[src/rtl/pin_edge_detector_if.sv]
// Pin-side signal bundle for pin_edge_detector: raw asynchronous level in,
// synchronised level and edge pulses out.
interface pin_edge_detector_if;
    logic level;
    logic level_sync;
    logic pos_edge;
    logic neg_edge;
    logic any_edge;

    modport master (
        output level,
        input  level_sync,
        input  pos_edge,
        input  neg_edge,
        input  any_edge
    );

    modport slave (
        input  level,
        output level_sync,
        output pos_edge,
        output neg_edge,
        output any_edge
    );
endinterface

[src/rtl/pin_edge_detector.sv]
// Synchronising edge detector for an asynchronous pin; optional glitch filter
// enabled by defining EDGE_DETECTOR_FILTER_EN.
module pin_edge_detector #(
    parameter int unsigned SYNC_STAGES   = 2,
    parameter bit          RESET_LEVEL   = 1'b1,
    parameter int unsigned FILTER_CYCLES = 4
) (
    input  logic               clk,
    input  logic               reset,
    pin_edge_detector_if.slave pins
);

    generate
        if (SYNC_STAGES < 1 || SYNC_STAGES > 4 ||
            FILTER_CYCLES < 1 || FILTER_CYCLES > 255) begin : g_bad_cfg
            $error("pin_edge_detector: parameter out of legal range");
        end
    endgenerate

    logic [SYNC_STAGES-1:0] sync_p0;
    logic                   level_p1;
    logic                   prev_p2;
    logic                   pos_p2;
    logic                   neg_p2;
    logic                   any_p2;

    // Stage 0: metastability chain; reset loads the idle level so release is quiet
    always_ff @(posedge clk or posedge reset) begin
        if (reset) begin
            sync_p0 <= {SYNC_STAGES{RESET_LEVEL}};
        end else begin
            sync_p0[0] <= pins.level;
            for (int i = 1; i < SYNC_STAGES; i++) begin
                sync_p0[i] <= sync_p0[i-1];
            end
        end
    end

    // Stage 1: optional glitch filter producing the level seen by the edge stage
`ifdef EDGE_DETECTOR_FILTER_EN
    localparam logic [7:0] FILT_LAST = 8'(FILTER_CYCLES - 1);

    logic [7:0] filt_cnt_p1;
    logic       filt_p1;

    always_ff @(posedge clk or posedge reset) begin
        if (reset) begin
            filt_p1     <= RESET_LEVEL;
            filt_cnt_p1 <= 8'd0;
        end else if (sync_p0[SYNC_STAGES-1] == filt_p1) begin
            filt_cnt_p1 <= 8'd0;
        end else if (filt_cnt_p1 == FILT_LAST) begin
            filt_p1     <= sync_p0[SYNC_STAGES-1];
            filt_cnt_p1 <= 8'd0;
        end else begin
            filt_cnt_p1 <= filt_cnt_p1 + 8'd1;
        end
    end

    assign level_p1 = filt_p1;
`else
    assign level_p1 = sync_p0[SYNC_STAGES-1];
`endif

    // Stage 2: registered edge pulses, one cycle per transition of level_p1
    always_ff @(posedge clk or posedge reset) begin
        if (reset) begin
            prev_p2 <= RESET_LEVEL;
            pos_p2  <= 1'b0;
            neg_p2  <= 1'b0;
            any_p2  <= 1'b0;
        end else begin
            prev_p2 <= level_p1;
            pos_p2  <= level_p1 & ~prev_p2;
            neg_p2  <= ~level_p1 & prev_p2;
            any_p2  <= level_p1 ^ prev_p2;
        end
    end

    assign pins.level_sync = level_p1;
    assign pins.pos_edge   = pos_p2;
    assign pins.neg_edge   = neg_p2;
    assign pins.any_edge   = any_p2;

endmodule

[src/flat_wrapper.sv]
// flat-port wrapper written by rule: the top's interface ports become plain ports
module pin_edge_detector_flat 
#(
    parameter int unsigned SYNC_STAGES   = 2,
    parameter bit          RESET_LEVEL   = 1'b1,
    parameter int unsigned FILTER_CYCLES = 4
)
  (clk, reset, pins_level, pins_level_sync, pins_pos_edge, pins_neg_edge, pins_any_edge);
  pin_edge_detector_if pins_i ();
  input  logic clk;
  input  logic reset;
  input wire logic [$bits(pins_i.level)-1:0] pins_level;
  output wire logic [$bits(pins_i.level_sync)-1:0] pins_level_sync;
  output wire logic [$bits(pins_i.pos_edge)-1:0] pins_pos_edge;
  output wire logic [$bits(pins_i.neg_edge)-1:0] pins_neg_edge;
  output wire logic [$bits(pins_i.any_edge)-1:0] pins_any_edge;
  assign pins_i.level = pins_level;
  assign pins_level_sync = pins_i.level_sync;
  assign pins_pos_edge = pins_i.pos_edge;
  assign pins_neg_edge = pins_i.neg_edge;
  assign pins_any_edge = pins_i.any_edge;
  pin_edge_detector #(.SYNC_STAGES(SYNC_STAGES), .RESET_LEVEL(RESET_LEVEL), .FILTER_CYCLES(FILTER_CYCLES)) u_core (.clk(clk), .reset(reset), .pins(pins_i));
endmodule
[config.mk]
export PLATFORM = sky130hd
export DESIGN_NAME = pin_edge_detector_flat
export DESIGN_NICKNAME = d
export VERILOG_FILES = /design/src/rtl/pin_edge_detector_if.sv /design/src/rtl/pin_edge_detector.sv /design/src/flat_wrapper.sv
export SDC_FILE = /design/constraint.sdc
export NUM_CORES = 1
export LEC_CHECK = 0
export ABC_AREA = 1
export CORE_AREA = 2 2 39 41
export CTS_CLUSTER_DIAMETER = 150
export DETAILED_ROUTE_END_ITERATION = 10
export DIE_AREA = 0 0 41 43
export PLACE_DENSITY = 0.45
export RECOVER_POWER = 50
export SYNTH_ARGS = -nofsm -noshare
export SYNTH_HDL_FRONTEND = slang
export SYNTH_SLANG_ARGS = --single-unit
[constraint.sdc]
create_clock -name clk -period 1.2 [get_ports clk]
set_input_delay 0.18 -clock clk [delete_from_list [all_inputs] [get_ports clk]]
set_output_delay 0.18 -clock clk [all_outputs]
set_load 0.01 [all_outputs]
Word-level counts from Yosys, hierarchy flattened --
Index checks and enable logic that the tools add are counted. W data, S select, Z words.
Cells by class: add/sub/neg operators 0, multipliers 0, div/mod/pow operators 0, $lt $le $gt $ge 0, eq/ne operators 0, shifts and indexed selects 0, mux-type cells 0, bitwise operators 5, reductions and logical operators 0
Operators with widths (count):
- $and A1 B1 Y1 | 2
- $not A1 Y1 | 2
- $xor A1 B1 Y1 | 1
Storage, ports and cells: flip-flop bits (word level) 6, bits in latches 0, RAM bits 0, ROM bits 0, input bits 3, output and inout port bits 4, logic and storage cells 10, memories kept 0

Logic depth before layout (Yosys ltp) --
Gate-level depths: netlist (run 1).
depth after elaboration 2, mapped depth 3, mapped depth without buffers 3

Worst setup path after synthesis (run 1) --
OpenSTA, ideal clock, no wires.
path type reg2reg, start point reg u_core.sync_p0[1], end point reg u_core.any_p2 (netlist: u_core.pins.any_edge), library setup time 113 ps, arrival time 887 ps, data required time 1087 ps, setup slack 200 ps, stages on the path, launching flop included 4, buffers on the path 0, clock period less this slack 1000 ps, path through dfstp_2 inv_1 ha_1 inv_1
Between the ends: word-level cells in the longest chain between the ends 1
Ends and longest elaborated chain:
- from (decl) | RTL line pin_edge_detector.sv:20 | logic [SYNC_STAGES-1:0] sync_p0;
- from (signal assigned) | RTL line pin_edge_detector.sv:30 | sync_p0 <= {SYNC_STAGES{RESET_LEVEL}};
- from (signal, indexed assignment) | RTL line pin_edge_detector.sv:34 | sync_p0[i] <= sync_p0[i-1];
- $xor A1 B1 Y1 | RTL line pin_edge_detector.sv:76 | any_p2 <= level_p1 ^ prev_p2;
- to (signal assigned) | RTL line pin_edge_detector.sv:76
- to (decl) | RTL line pin_edge_detector.sv:25 | logic any_p2;
No other way between the ends.

Final worst setup path (run 1) --
Ends and elaborated chain as after synthesis.

==> impl_results.html, run 1 <==
<table>
<tr><th>Metric</th><th>Value</th></tr>
<tr><th colspan="2">Routing</th></tr>
<tr><td>Final ANT Viol Nets</td><td>0</td></tr>
<tr><td>Via count of the routed design</td><td>114</td></tr>
<tr><td>Violation count after the first detailed-route iteration</td><td>0</td></tr>
<tr><td>Routed wire length</td><td>roughly 300 um</td></tr>
<tr><td>Vias per std cell</td><td>2.92</td></tr>
<tr><td>Wirelength per Cell</td><td>between 7 and 8 um</td></tr>
<tr><td>Drt first pass iters</td><td>1</td></tr>
<tr><td>DRC violation count after routing</td><td>0</td></tr>
<tr><th colspan="2">Global routing</th></tr>
<tr><td>Met2 track demand over resource in global routing</td><td>around 7%</td></tr>
<tr><td>Total global routing overflow</td><td>0</td></tr>
<tr><td>Number of global-route vias before repair</td><td>roughly 140</td></tr>
<tr><td>Maximum number of pins on one net before global-route repair</td><td>7</td></tr>
<tr><td>Number of antenna violations at the first check in global routing</td><td>0</td></tr>
<tr><td>Most heavily used metal layer in global routing</td><td>met2</td></tr>
<tr><td>Met3 usage in global routing</td><td>6.28%</td></tr>
<tr><td>First-pass GRT wire length</td><td>531 um</td></tr>
<tr><td>Total GRT Usage</td><td>5.47%</td></tr>
<tr><td>Fraction of met1 tracks used by global routing</td><td>under 10%</td></tr>
<tr><th colspan="2">STA</th></tr>
<tr><td>WHS</td><td>roughly 0.29 ns</td></tr>
<tr><td>Sum of negative setup slack</td><td>0 ns</td></tr>
<tr><td>Final setup viols</td><td>0</td></tr>
<tr><td>Worst Max-Slew Pin Slew</td><td>between 0.2 and 0.25 ns</td></tr>
<tr><td>Max Transition Viols Final</td><td>0</td></tr>
<tr><td>Number of hold-slack violations in the final timing report</td><td>0</td></tr>
<tr><td>RSZ-0062 raised after global routing</td><td>no</td></tr>
<tr><td>Worst-case clock skew</td><td>about 0.0048 ns</td></tr>
<tr><td>Remaining max-slew budget at the tightest pin</td><td>around 85%</td></tr>
<tr><td>Min cycle time layout</td><td>roughly 1.1 ns</td></tr>
<tr><td>Final period utilization</td><td>89.4%</td></tr>
<tr><td>Fmax</td><td>about 0.93 GHz</td></tr>
<tr><th colspan="2">Setup path</th></tr>
<tr><td>Critical path startpoint category</td><td>flip-flop</td></tr>
<tr><td>Highest net fanout along the worst path</td><td>3</td></tr>
<tr><td>Setup Crit Path Kind</td><td>reg2reg</td></tr>
<tr><td>Max stage delay on crit path</td><td>between 0.5 and 0.6 ns</td></tr>
<tr><td>Required time worst endpoint</td><td>roughly 1.3 ns</td></tr>
<tr><td>CP Cell Sequence</td><td>buf_4 -&gt; inv_1 -&gt; ha_1 -&gt; inv_1</td></tr>
<tr><td>Library cell contributing the largest single delay on the critical path</td><td>dfstp_2</td></tr>
<tr><td>Crit path top cell by count</td><td>inv_1</td></tr>
<tr><td>Data arrival time of the critical path</td><td>around 1.2 ns</td></tr>
<tr><td>CP Capture Type</td><td>flip-flop</td></tr>
<tr><th colspan="2">Die</th></tr>
<tr><td>Number of placement rows</td><td>14</td></tr>
<tr><td>Starting density of the core</td><td>14.0%</td></tr>
<tr><td>Die Height</td><td>~43 um</td></tr>
<tr><td>Die area</td><td>approximately 1800 um^2</td></tr>
<tr><td>Ports placed on the boundary</td><td>7</td></tr>
<tr><td>X dimension of the die</td><td>between 40 and 50 um</td></tr>
<tr><td>Area inside the core boundary</td><td>about 1400 um^2</td></tr>
<tr><th colspan="2">Placement</th></tr>
<tr><td>Port bufs</td><td>6</td></tr>
<tr><td>Placement-stage cell area</td><td>around 280 um^2</td></tr>
<tr><td>Post-placement cell count</td><td>35</td></tr>
<tr><td>Weighted congestion reported at the end of routability-driven placement</td><td>0.553</td></tr>
<tr><th colspan="2">CTS</th></tr>
<tr><td>Number of buffers between clock root and the deepest sink</td><td>2</td></tr>
<tr><td>Count of buffers added by post-CTS timing repair for setup</td><td>0</td></tr>
<tr><td>TritonCTS clock tree</td><td>built</td></tr>
<tr><td>Cts hold-fix bufs</td><td>0</td></tr>
<tr><td>Total of cells resized after clock tree synthesis</td><td>5</td></tr>
<tr><td># H-tree levels</td><td>1</td></tr>
<tr><td>Clock input transition at the sequential cells of the worst setup and hold paths</td><td>about 0.050 ns</td></tr>
<tr><td>Number of clock sinks</td><td>6</td></tr>
<tr><td>Worst skew pair latency</td><td>about 0.24 ns</td></tr>
<tr><td>Cell at the root of the clock tree</td><td>clkbuf_4</td></tr>
<tr><td>CTS buffer count</td><td>3</td></tr>
<tr><th colspan="2">Yosys</th></tr>
<tr><td>Post-synthesis average cell area</td><td>16.2 um^2</td></tr>
<tr><td>Dominant cell type by area after synthesis</td><td>dfstp_2</td></tr>
<tr><td>Synthesis-stage register bit count</td><td>6</td></tr>
<tr><td>Number of warnings reported in the yosys synthesis log</td><td>0</td></tr>
<tr><td>Dominant cells by area after synthesis</td><td>dfstp_2 41%, dfrtp_1 39%, ha_1 13%</td></tr>
<tr><td>Post-synth top area share</td><td>around two fifths</td></tr>
<tr><td>Number of nets produced by synthesis</td><td>17</td></tr>
<tr><td>Distinct cell type count after synthesis</td><td>4</td></tr>
<tr><td>Cells after Synth</td><td>12</td></tr>
<tr><td>Sequential element share of the synthesized area</td><td>79.4%</td></tr>
<tr><td>Cell area after synthesis</td><td>slightly below 200 um^2</td></tr>
<tr><th colspan="2">Worst hold path</th></tr>
<tr><td>Kind of path behind the tightest hold check</td><td>in2async</td></tr>
<tr><th colspan="2">Finish</th></tr>
<tr><td>Layout cells sized above 1</td><td>approximately a third</td></tr>
<tr><td>Area growth from synthesis to layout</td><td>54.2%</td></tr>
<tr><td>Reg area</td><td>roughly 150 um^2</td></tr>
<tr><td>Net count reported at finish</td><td>29</td></tr>
<tr><td>Diode insertion count for antenna repair</td><td>0</td></tr>
<tr><td>Post-route insts no fill</td><td>39</td></tr>
<tr><td>Area of combinational cells with multiple inputs</td><td>about 25 um^2</td></tr>
<tr><td>Count of fill cells added during filler insertion</td><td>roughly 150</td></tr>
<tr><td>Fin area</td><td>about 300 um^2</td></tr>
<tr><td>Fraction of the core area covered by cells at the end of the flow</td><td>21.6%</td></tr>
<tr><th colspan="2">Flow run</th></tr>
<tr><td>Max-Cap Viols</td><td>0</td></tr>
<tr><th colspan="2">Power</th></tr>
<tr><td>Total power divided by cell area</td><td>1520 nW/um^2</td></tr>
<tr><td>Lkg Pwr</td><td>between 0.15 and 0.2 nW</td></tr>
<tr><td>Maximum vdd drop</td><td>a little over 0.0005 V</td></tr>
<tr><th colspan="2">Outcome</th></tr>
<tr><td>Run status</td><td>finished, final reports clean</td></tr>
</table>
## power breakdown
group / leakage, nW / internal, W / switching [W]
combinational: 0.0730 / 0.0000172 / 0.0000172
clock: 0.0150 / 0.000126 / 0.0000724
sequential: 0.0690 / 0.000219 / 0.00000360
total: 0.157 / 0.000362 / 0.0000932
## layout by cell type (no fill, tap or decap), drive strengths merged
master,n
dlygate4sd2,3
buf,1
inv,4
ha,2
dlygate4sd3,2
clkbuf,5
dfrtp,3
dfstp,3
## state kept, by name, summed over array words and instances, names as in the netlist
name and count:
u_core.sync_p0 2, u_core.pins.any_edge 1, u_core.pins.neg_edge 1, u_core.pins.pos_edge 1, u_core.prev_p2 1
## cell type report
type / instances / share of cell area, %
clock buffer: 4 / 8.79
inverter: 4 / 5.02
multi-input combinational: 2 / 8.37
sequential: 6 / 51.5
tap: 16 / 6.69
timing repair buffer: 7 / 19.7
## Yosys cell counts
library cell  instances
ha_1                  2
dfrtp_1               3
dfstp_2               3
inv_1                 4
## layer usage
metal / share of wire [%] / routed length (um)
met1: 36 / 109
met2: 48 / 144
met3: 15 / 46
met4: 0 / 0
met5: 0 / 0
## cell families (layout without fill, tap and decap cells)
kind of cell | after synthesis | count (layout) | synth area share [%]
flops | 6 | 6 | 79.4
buf+inv | 4 | 15 | 7.74
fa+ha+maj | 2 | 2 | 12.9
## per-stage QoR
step | worst slack [ns] | total power (W)
3_5_place_dp | -0.0168 | 0.000269
2_1_floorplan | 0.200 | 0.000239
4_1_cts | 0.00786 | 0.000472
3_3_place_gp | -0.0170 | 0.000266
6_report | 0.127 | 0.000455
5_1_grt | 0.0706 | 0.000496
## worst max-delay path: cells and delay by family, from the launching register on
family / cells / cell delay (ns)
DFF: 1 / 0.52
buffers and inverters: 3 / 0.19
adders and majority gates: 1 / 0.27
## path summary, 6_finish.rpt
kind                                   startpoint                    to  slack, ns  depth (start not counted)
max in group asynchronous                   reset     u_core.sync_p0[0]       0.66                          2
min in group clk                u_core.sync_p0[0]     u_core.sync_p0[1]       0.35                          0
worst max register to register  u_core.sync_p0[1]  u_core.pins.any_edge       0.13                          4
worst max-delay path            u_core.sync_p0[1]  u_core.pins.any_edge       0.13                          4
worst min-delay path                        reset  u_core.pins.pos_edge       0.29                          2
worst min register to register  u_core.sync_p0[0]     u_core.sync_p0[1]       0.35                          0
Power figures use the tool's default switching activity.
==> inputs of run 2 (changes only) <==
--- a/config.mk
+++ b/config.mk
@@ -6,12 +6,14 @@
 export NUM_CORES = 1
 export LEC_CHECK = 0
 export ABC_AREA = 1
+export ABC_CLOCK_PERIOD_IN_PS = 1200
 export CORE_AREA = 2 2 39 41
 export CTS_CLUSTER_DIAMETER = 150
 export DETAILED_ROUTE_END_ITERATION = 10
 export DIE_AREA = 0 0 41 43
 export PLACE_DENSITY = 0.45
 export RECOVER_POWER = 50
+export REMOVE_ABC_BUFFERS = 1
 export SYNTH_ARGS = -nofsm -noshare
 export SYNTH_HDL_FRONTEND = slang
 export SYNTH_SLANG_ARGS = --single-unit
==> results of run 2 <==
The final DEF is identical to that of run 1; final timing and power are the same.
